**src/rtl/div_radix2_if.sv**
```systemverilog
// -----------------------------------------------------------------------------
// div_radix2_if -- request/response bundle for the radix-2 divider.
//
// Members:
//   signed_div_i  1   1 = signed divide, 0 = unsigned divide
//   opdata1_i     32  dividend
//   opdata2_i     32  divisor
//   start_i       1   request, held high by the requester until ready_o
//   annul_i       1   abort of the in-flight operation (pipeline flush)
//   result_o      64  {remainder, quotient}
//   ready_o       1   one-cycle completion pulse, result_o valid alongside
//
// Modports: master = requester side, slave = divider side.
// -----------------------------------------------------------------------------
interface div_if;
  logic        signed_div_i;
  logic [31:0] opdata1_i;
  logic [31:0] opdata2_i;
  logic        start_i;
  logic        annul_i;
  logic [63:0] result_o;
  logic        ready_o;

  modport master (
    output signed_div_i, opdata1_i, opdata2_i, start_i, annul_i,
    input  result_o, ready_o
  );

  modport slave (
    input  signed_div_i, opdata1_i, opdata2_i, start_i, annul_i,
    output result_o, ready_o
  );
endinterface

```
**src/rtl/div_radix2.sv**
```systemverilog
// -----------------------------------------------------------------------------
// div_radix2 -- 32-bit signed/unsigned restoring divider, one quotient bit per
// clock.
//
// Ports:
//   clk  system clock (all state changes on the rising edge)
//   rst  synchronous active-high reset
//   bus  div_if.slave: operands, start/annul request, {rem, quo} result and
//        a one-cycle ready pulse
//
// Timing: start sampled in cycle 0, ready_o in cycle 33 (cycle 2 for a zero
// divisor, which returns 64'h0). Dropping start_i or raising annul_i while
// busy abandons the operation without a ready pulse.
//
// Configuration macro DIV_RESULT_HOLD_EN:
//   defined   -> result_o keeps the last completed result until the next
//                completion or reset (aborts leave it untouched)
//   undefined -> result_o is 64'h0 except in the ready cycle
// -----------------------------------------------------------------------------
module div_radix2 (
  input  logic clk,
  input  logic rst,
  div_if.slave bus
);

  typedef enum logic [1:0] {
    S_IDLE   = 2'd0,
    S_BYZERO = 2'd1,
    S_ON     = 2'd2,
    S_END    = 2'd3
  } state_e;

  state_e      state_q, state_d;
  logic [5:0]  cnt_q, cnt_d;
  logic [64:0] work_q, work_d;      // [64:32] partial remainder, [31:0] quotient
  logic [31:0] divisor_q, divisor_d;
  logic        sign_quo_q, sign_quo_d;
  logic        sign_rem_q, sign_rem_d;
  logic [63:0] result_q, result_d;
  logic        ready_q, ready_d;

  logic [64:0] step_s;
  logic [31:0] quo_fix_s;
  logic [31:0] rem_fix_s;
  logic [31:0] op1_abs_s;
  logic [31:0] op2_abs_s;

  // One restoring step: shift left, keep the trial subtraction if it did not
  // go negative. The 34-bit trial keeps the bit shifted out of [64].
  function automatic logic [64:0] div_step(input logic [64:0] w, input logic [31:0] d);
    logic [33:0] trial;
    trial = w[64:31] - {2'b00, d};
    if (!trial[33]) begin
      div_step = {trial[32:0], w[30:0], 1'b1};
    end else begin
      div_step = {w[63:0], 1'b0};
    end
  endfunction

  // Datapath helpers: operand magnitudes and sign-corrected final result.
  always_comb begin
    step_s    = div_step(work_q, divisor_q);
    op1_abs_s = (bus.signed_div_i && bus.opdata1_i[31]) ? (32'd0 - bus.opdata1_i) : bus.opdata1_i;
    op2_abs_s = (bus.signed_div_i && bus.opdata2_i[31]) ? (32'd0 - bus.opdata2_i) : bus.opdata2_i;
    quo_fix_s = sign_quo_q ? (32'd0 - step_s[31:0])  : step_s[31:0];
    rem_fix_s = sign_rem_q ? (32'd0 - step_s[63:32]) : step_s[63:32];
  end

  // Next-state and next-output logic.
  always_comb begin
    state_d    = state_q;
    cnt_d      = cnt_q;
    work_d     = work_q;
    divisor_d  = divisor_q;
    sign_quo_d = sign_quo_q;
    sign_rem_d = sign_rem_q;
    ready_d    = 1'b0;
`ifdef DIV_RESULT_HOLD_EN
    result_d   = result_q;
`else
    result_d   = 64'h0;
`endif

    case (state_q)
      S_IDLE: begin
        if (bus.start_i && !bus.annul_i) begin
          divisor_d  = op2_abs_s;
          sign_quo_d = bus.signed_div_i & (bus.opdata1_i[31] ^ bus.opdata2_i[31]);
          sign_rem_d = bus.signed_div_i & bus.opdata1_i[31];
          cnt_d      = 6'd0;
          work_d     = {33'd0, op1_abs_s};
          if (bus.opdata2_i == 32'd0) begin
            state_d = S_BYZERO;
          end else begin
            state_d = S_ON;
          end
        end else begin
          state_d = S_IDLE;
        end
      end

      S_BYZERO: begin
        if (bus.annul_i || !bus.start_i) begin
          state_d = S_IDLE;
        end else begin
          state_d  = S_END;
          ready_d  = 1'b1;
          result_d = 64'h0;
        end
      end

      S_ON: begin
        if (bus.annul_i || !bus.start_i) begin
          state_d = S_IDLE;
        end else begin
          work_d = step_s;
          if (cnt_q == 6'd31) begin
            // Last step: result and ready are registered on the way into END.
            state_d  = S_END;
            ready_d  = 1'b1;
            result_d = {rem_fix_s, quo_fix_s};
          end else begin
            cnt_d = cnt_q + 6'd1;
          end
        end
      end

      S_END: begin
        state_d = S_IDLE;
      end

      default: begin
        state_d = S_IDLE;
      end
    endcase
  end

  // State and output registers with synchronous reset.
  always_ff @(posedge clk) begin
    if (rst) begin
      state_q    <= S_IDLE;
      cnt_q      <= 6'd0;
      work_q     <= 65'd0;
      divisor_q  <= 32'd0;
      sign_quo_q <= 1'b0;
      sign_rem_q <= 1'b0;
      result_q   <= 64'h0;
      ready_q    <= 1'b0;
    end else begin
      state_q    <= state_d;
      cnt_q      <= cnt_d;
      work_q     <= work_d;
      divisor_q  <= divisor_d;
      sign_quo_q <= sign_quo_d;
      sign_rem_q <= sign_rem_d;
      result_q   <= result_d;
      ready_q    <= ready_d;
    end
  end

  assign bus.result_o = result_q;
  assign bus.ready_o  = ready_q;

endmodule

```
**src/flat_wrapper.sv**
```systemverilog
// flat-port wrapper written by rule: the top's interface ports become plain ports
module div_radix2_flat 
  (clk, rst, bus_signed_div_i, bus_opdata1_i, bus_opdata2_i, bus_start_i, bus_annul_i, bus_result_o, bus_ready_o);
  div_if bus_i ();
  input  logic clk;
  input  logic rst;
  input wire logic [$bits(bus_i.signed_div_i)-1:0] bus_signed_div_i;
  input wire logic [$bits(bus_i.opdata1_i)-1:0] bus_opdata1_i;
  input wire logic [$bits(bus_i.opdata2_i)-1:0] bus_opdata2_i;
  input wire logic [$bits(bus_i.start_i)-1:0] bus_start_i;
  input wire logic [$bits(bus_i.annul_i)-1:0] bus_annul_i;
  output wire logic [$bits(bus_i.result_o)-1:0] bus_result_o;
  output wire logic [$bits(bus_i.ready_o)-1:0] bus_ready_o;
  assign bus_i.signed_div_i = bus_signed_div_i;
  assign bus_i.opdata1_i = bus_opdata1_i;
  assign bus_i.opdata2_i = bus_opdata2_i;
  assign bus_i.start_i = bus_start_i;
  assign bus_i.annul_i = bus_annul_i;
  assign bus_result_o = bus_i.result_o;
  assign bus_ready_o = bus_i.ready_o;
  div_radix2 u_core (.clk(clk), .rst(rst), .bus(bus_i));
endmodule
```
**config.mk**
```make
export PLATFORM = sky130hd
export DESIGN_NAME = div_radix2_flat
export DESIGN_NICKNAME = d
export VERILOG_FILES = /design/src/rtl/div_radix2_if.sv /design/src/rtl/div_radix2.sv /design/src/flat_wrapper.sv
export SDC_FILE = /design/constraint.sdc
export NUM_CORES = 1
export LEC_CHECK = 0
export BUFFER_PORTS_ARGS = -buffer_cell sky130_fd_sc_hd__buf_2
export CAP_MARGIN = 20
export CORE_MARGIN = 2
export CORE_UTILIZATION = 59
export CTS_CLUSTER_DIAMETER = 200
export DETAILED_ROUTE_END_ITERATION = 10
export PLACE_DENSITY = 0.84
export SKIP_CTS_REPAIR_TIMING = 1
export SKIP_LAST_GASP = 1
export SLEW_MARGIN = 10
export SYNTH_ARGS = -nofsm -noshare
export SYNTH_HDL_FRONTEND = slang
export SYNTH_SLANG_ARGS = --single-unit
```
**constraint.sdc**
```tcl
create_clock -name clk -period 7.04 [get_ports clk]
set_input_delay 1.056 -clock clk [delete_from_list [all_inputs] [get_ports clk]]
set_output_delay 1.056 -clock clk [all_outputs]
set_load 0.05 [all_outputs]
```
Word level (Yosys, flattened, before mapping). Index checks and enable logic that the tools add are counted. W data, S select, Z words.

Bits in registers: 172. Logic and storage cells: 62. Input bits: 69. Output and inout port bits: 65.

Reductions and logical operators: 13. Bitwise gates (word level): 5. Equal/unequal tests: 8. Muxes and demuxes: 22. $add $sub $neg: 6.

Operators by type and width (count): $mux W65 (3); $pmux W65 S2 (1); $mux W32 (4); $sub A1 B32 Y32 const A (4); $sub A34 B32 Y34 (1); $logic_not A32 Y1 (1); $mux W6 (3); $pmux W6 S2 (1); $mux W2 (5); $pmux W2 S4 (1); $add A6 B1 Y6 const B (1); $eq A6 B5 Y1 const B (1); $eq A2 B2 Y1 const B (2); $ne A2 B2 Y1 const B (2); $reduce_and A4 Y1 (1); $reduce_or A4 Y1 (1); $logic_and A1 B1 Y1 (3); $mux W1 (3); $ne A3 B1 Y1 const B (1); $reduce_and A3 Y1 (1); $and A1 B1 Y1 (2); $eq A2 B1 Y1 const B (1); $logic_not A1 Y1 (2); $logic_not A2 Y1 (1); other kinds (7) (8).

Longest topological paths before layout.
Word-level depth: 4. Depth in mapped cells: 23. Mapped depth without buffers: 19.

Least setup slack after synthesis. No wires, ideal clock.

Kind: flip-flop to flip-flop. From: reg u_core.divisor_q[22]. To: reg u_core.result_q[56] (netlist: u_core.bus.result_o[56]). Period minus slack after synthesis: 4908 ps. Stages on the path, launching flop included: 23. Buffers on the path: 4. Required time: 6968 ps. Data arrival time: 4836 ps. Library setup time: 72 ps. Setup slack: 2132 ps. Path through: dfxtp_1 inv_1 ha_1 clkbuf_1 and3_1 and2_1 a2111oi_0 o21a_1 a221oi_4 inv_2 buf_1 clkbuf_1 clkbuf_1 nor2_1 a21oi_1 ha_1 nand2_1 nor4_1 nor4b_1 nor3_1 a211o_1 or3_1 a21oi_1.

Cells in the longest elaborated chain, start to end: 4.

Ends and longest elaborated chain: start: declaration (line div_radix2.sv:36) `logic [31:0] divisor_q, divisor_d;`; start signal: assignment (line div_radix2.sv:153) `divisor_q <= divisor_d;`; $sub A34 B32 Y34 * (line div_radix2.sv:52) `trial = w[64:31] - {2'b00, d};`; $mux W65 * (line div_radix2.sv:53) `if (!trial[33]) begin`; $sub A1 B32 Y32 (line div_radix2.sv:66) `rem_fix_s = sign_rem_q ? (32'd0 - step_s[63:32]) : step_s[63:32];`; $mux W32 * (line div_radix2.sv:66); end signal: assignment (line div_radix2.sv:156) `result_q <= result_d;`; end: declaration (line div_radix2.sv:39) `logic [63:0] result_q, result_d;`.

Every way passes the cells marked *; elsewhere a longest branch is shown, timed or not. A chain may end at the register's enable or synchronous reset.

Worst setup path after layout.
From: reg u_core.work_q[43]. To: reg u_core.result_q[56] (netlist: u_core.bus.result_o[56]).

Cells in the longest elaborated chain, start to end: 4.

Ends and longest elaborated chain: start: declaration (line div_radix2.sv:35) `logic [64:0] work_q, work_d;`; start signal: assignment (line div_radix2.sv:152) `work_q <= work_d;`; $sub A34 B32 Y34 (line div_radix2.sv:52); $mux W65 * (line div_radix2.sv:53); $sub A1 B32 Y32 (line div_radix2.sv:66); $mux W32 * (line div_radix2.sv:66).

Marked as above.

==> impl_metrics.yaml <==
pwr:
  irDropWorstVdd_mv: 0.1772
  power.share.clock_pct: 39.5
  power_frac_seq_pct: 41.2
  p_per_area_mw_per_mm2: 200.9
  p_comb_share_pct: 19.2
  power.leakage_nw: 4.924
  p_switching_uw: 806.0
  internal_power_mw: 1.681
  p_sw_share_pct: 32.41
grt:
  grt_max_degree: 67
  antenna_found_initial: 1
  grt_pass1_vias: 10180
  gr-total-overflow: 0
  grt_pass1_wl_um: 51330
  grt_use_total_pct: 32.03
die:
  start_util_pct: 59.56
  core_mm2: 0.01852
  die-width_um: 140.7
  ios: 134
  die_area_mm2: 0.01980
  rows: 50
  die_h_um: 140.7
timing:
  setup_viol: 0
  hold-worst-slack_ns: 0.4673
  maxSlewViolCount: 0
  fmax_mhz: 191.9
  worstMarginPinSlew_ns: 1.098
  slew_headroom_pct: 26.51
  post-route-min-period_ns: 5.211
  finalSetupTns_ns: 0
  fin_worst_skew_ns: 0.01458
  finalHoldViolations: 0
  rsz0062_at_grt: "false"
  period_share_pct: 74.01
worst_setup_path:
  cp_slowest_stage_delay_ns: 0.50
  cp_top_family: "compound AO/OA/AOI/OAI gates"
  r2r_end: "u_core.bus.result_o[56]"
  start_kind: "register"
  crit_arrival_ns: 5.57
  cp-startpoint: "u_core.work_q[43]"
  path_depth: 16
  cp_cell_sequence: "ha_1 > nand4_1 > nor3_1 > o2111ai_1 > a311o_1 > a221oi_4 > inv_2 > a21oi_1 > ha_1 > nand2_1 > nor4_1 > nor4b_1 > nor3_1 > a211o_1 > or3_1 > a21oi_1"
  regToRegStartpoint: "u_core.work_q[43]"
  crit_end: "u_core.bus.result_o[56]"
  worst-setup-path-type: "reg2reg"
  r2r_slack_ns: 1.83
  worst-path-buf-inv: 1
  end_kind: "register"
  required_ns: 7.40
  slowest_stage: "ha_1"
  cp_max_fo: 37
  rr_worst_depth: 16
final_layout:
  final_nets: 1656
  drive_above_1_share_pct: 12.70
  area_growth_pct: 12.21
  diodes: 0
  utilization_pct: 66.83
  n_fill_cell: 1580
routing:
  wirelength_um: 32340
  via_per_inst: 6.225
  wl_per_cell_um: 18.04
  vias: 11160
  drtAntennaViolNets: 0
  drc: 0
  drtIter0Drc: 1047
  dr.pass1.iters: 6
worst_hold_path:
  hp-class: "reg2reg"
clock_tree:
  cts_buffers: 17
  cts_buffer_depth: 2
  htreeDepth: 4
  clk_latency_ns: 0.44
  root_buffer: "clkbuf_16"
  cts_tree: "done"
  cts.clk_slew.worst_paths_ns: 0.07
  cts_num_sinks: 172
synthesis:
  ys_types: 70
  synth_fp_nets: 1573
  yosysSeqAreaShare_pct: 31.22
  synth_area_mm2: 0.01103
  synth-async-reset-ratio_pct: 0
  ys_warn_count: 0
  synth_cells: 1463
  ys_seq_elements: 172
  synth_ff_type: "dfxtp_1"
  synth_edf_count: 0
  syn_avg_cell_area_um2: 7.539
placed_design:
  portBuffers: 133
  hpwl_um: 23700
  gp_congestion: 0.9772
outcome:
  status: "finished, final reports clean"
job:
  drv_cap: 0
[how the worst min path moves through the flow]
stage                                     from              endpoint  slack (ns)  depth (start not counted)
after global placement    u_core.divisor_q[31]  u_core.divisor_q[31]        0.44                          2
after global routing         u_core.work_q[30]     u_core.work_q[30]        0.50                          2
after CTS                 u_core.divisor_q[31]  u_core.divisor_q[31]        0.47                          2
final                     u_core.divisor_q[31]  u_core.divisor_q[31]        0.47                          2
after detailed placement  u_core.divisor_q[31]  u_core.divisor_q[31]        0.46                          2
after floorplan           u_core.divisor_q[31]  u_core.divisor_q[31]        0.43                          2
[power by group through the flow]
stage / clock network [mW] / registers [mW] / logic, mW
after detailed placement: 0 / 1.05 / 0.462
final: 0.983 / 1.03 / 0.478
after floorplan: 0 / 1.04 / 0.335
after global routing: 1.03 / 1.03 / 0.521
after global placement: 0 / 1.05 / 0.457
after CTS: 0.983 / 1.02 / 0.465
[logic make-up (layout without fill, tap and decap cells)]
kind of cell,after synthesis,after routing,share of synthesized area (%)
and+or+nand+nor,565,565,23.40
AOI/OAI and AO/OA,388,388,22.71
DFF,172,172,31.22
xor gates and xnor gates,135,135,10.72
buffers and inverters,135,231,4.719
adders and majority gates,41,41,4.719
muxes,27,27,2.507
[placed cells by master, fill, tap and decap left out, types with 10 or more instances in the layout]
master     count
nand4_1       14
o21a_1        11
ha_1          40
o41ai_1       14
nor2_1       210
o211ai_1      12
inv_1         57
nand2b_1      10
mux2i_1       22
o21ai_0       95
o31ai_1       17
a211oi_1      33
or4_1         15
nor3_1        33
xnor2_1       67
nand3_1       24
buf_2        133
nand2_1      164
nor2b_1       10
dfxtp_1      172
a21oi_1      119
nor4_1        15
a21o_1        12
or3_1         23
clkbuf_16     17
and2_1        10
xor2_1        68
[metal layers]
layer,track usage [%],part of all wire [%],vias to the layer above
met4,11.58,3.0,2
met1,43.90,44,5163
met3,5.503,8.1,92
li1,-,-,5342
met2,51.04,45,562
met5,0,0.040,-
[worst reg2reg max path, cell delays in order (launching register included)]
cell and delay, ns:
dfxtp_1 0.39, ha_1 0.50, nand4_1 0.23, nor3_1 0.24, o2111ai_1 0.28, a311o_1 0.46, a221oi_4 0.31, inv_2 0.33
a21oi_1 0.36, ha_1 0.25, nand2_1 0.07, nor4_1 0.23, nor4b_1 0.27, nor3_1 0.22, a211o_1 0.42, or3_1 0.39
a21oi_1 0.18
[through the flow]
stage | instances | area, µm² | worst slack, ns | total power [mW]
floorplan | 1463 | 11030 | 2.132 | 1.374
global placement | 1761 | 11760 | 2.238 | 1.502
detailed placement | 1761 | 11760 | 2.025 | 1.509
CTS | 1793 | 12380 | 1.901 | 2.473
global route | 1793 | 12380 | 1.390 | 2.575
finish | 1793 | 12380 | 1.829 | 2.487
[cell usage after synthesis, types with 6 or more instances]
cell type	n	area share, %
a31oi_1	9	0.51
and2_1	11	0.62
nor4_1	15	0.85
nand3_1	24	1.1
nand4_1	14	0.79
buf_1	8	0.27
nand2_1	165	5.6
o21a_1	11	0.75
dfxtp_1	172	31
nor2b_1	10	0.57
a21o_1	12	0.82
a311oi_1	6	0.48
xnor2_1	67	5.3
clkbuf_1	62	2.1
nand3b_1	6	0.41
o41ai_1	14	1.1
a22oi_1	7	0.48
nor2_1	211	7.2
nand2b_1	10	0.57
nor3_1	33	1.5
mux2i_1	22	2.0
or2_2	7	0.40
a211oi_1	33	2.2
or3_1	23	1.3
a21oi_1	119	5.4
or4_1	15	1.0
ha_1	40	4.5
inv_1	57	1.9
o31ai_1	17	1.2
and3_1	9	0.51
xor2_1	68	5.4
o211ai_1	12	0.82
o21ai_0	95	4.3
[registers in the layout, indices dropped and copies added, names as in the netlist]
register             flops
u_core.bus.result_o     64
u_core.divisor_q        32
u_core.bus.ready_o       1
u_core.sign_rem_q        1
u_core.state_q           2
u_core.work_q           65
u_core.sign_quo_q        1
u_core.cnt_q             6
[layout make-up]
type	instances	area (µm²)	area share (%)
timing repair buffer	141	725.7	5.864
sequential	172	3443	27.82
multi-input combinational	1156	7077	57.18
clock inverter	15	193.9	1.567
inverter	58	217.7	1.759
tap	234	292.8	2.366
clock buffer	17	425.4	3.437
No activity file was read; power rests on OpenSTA's default activity.
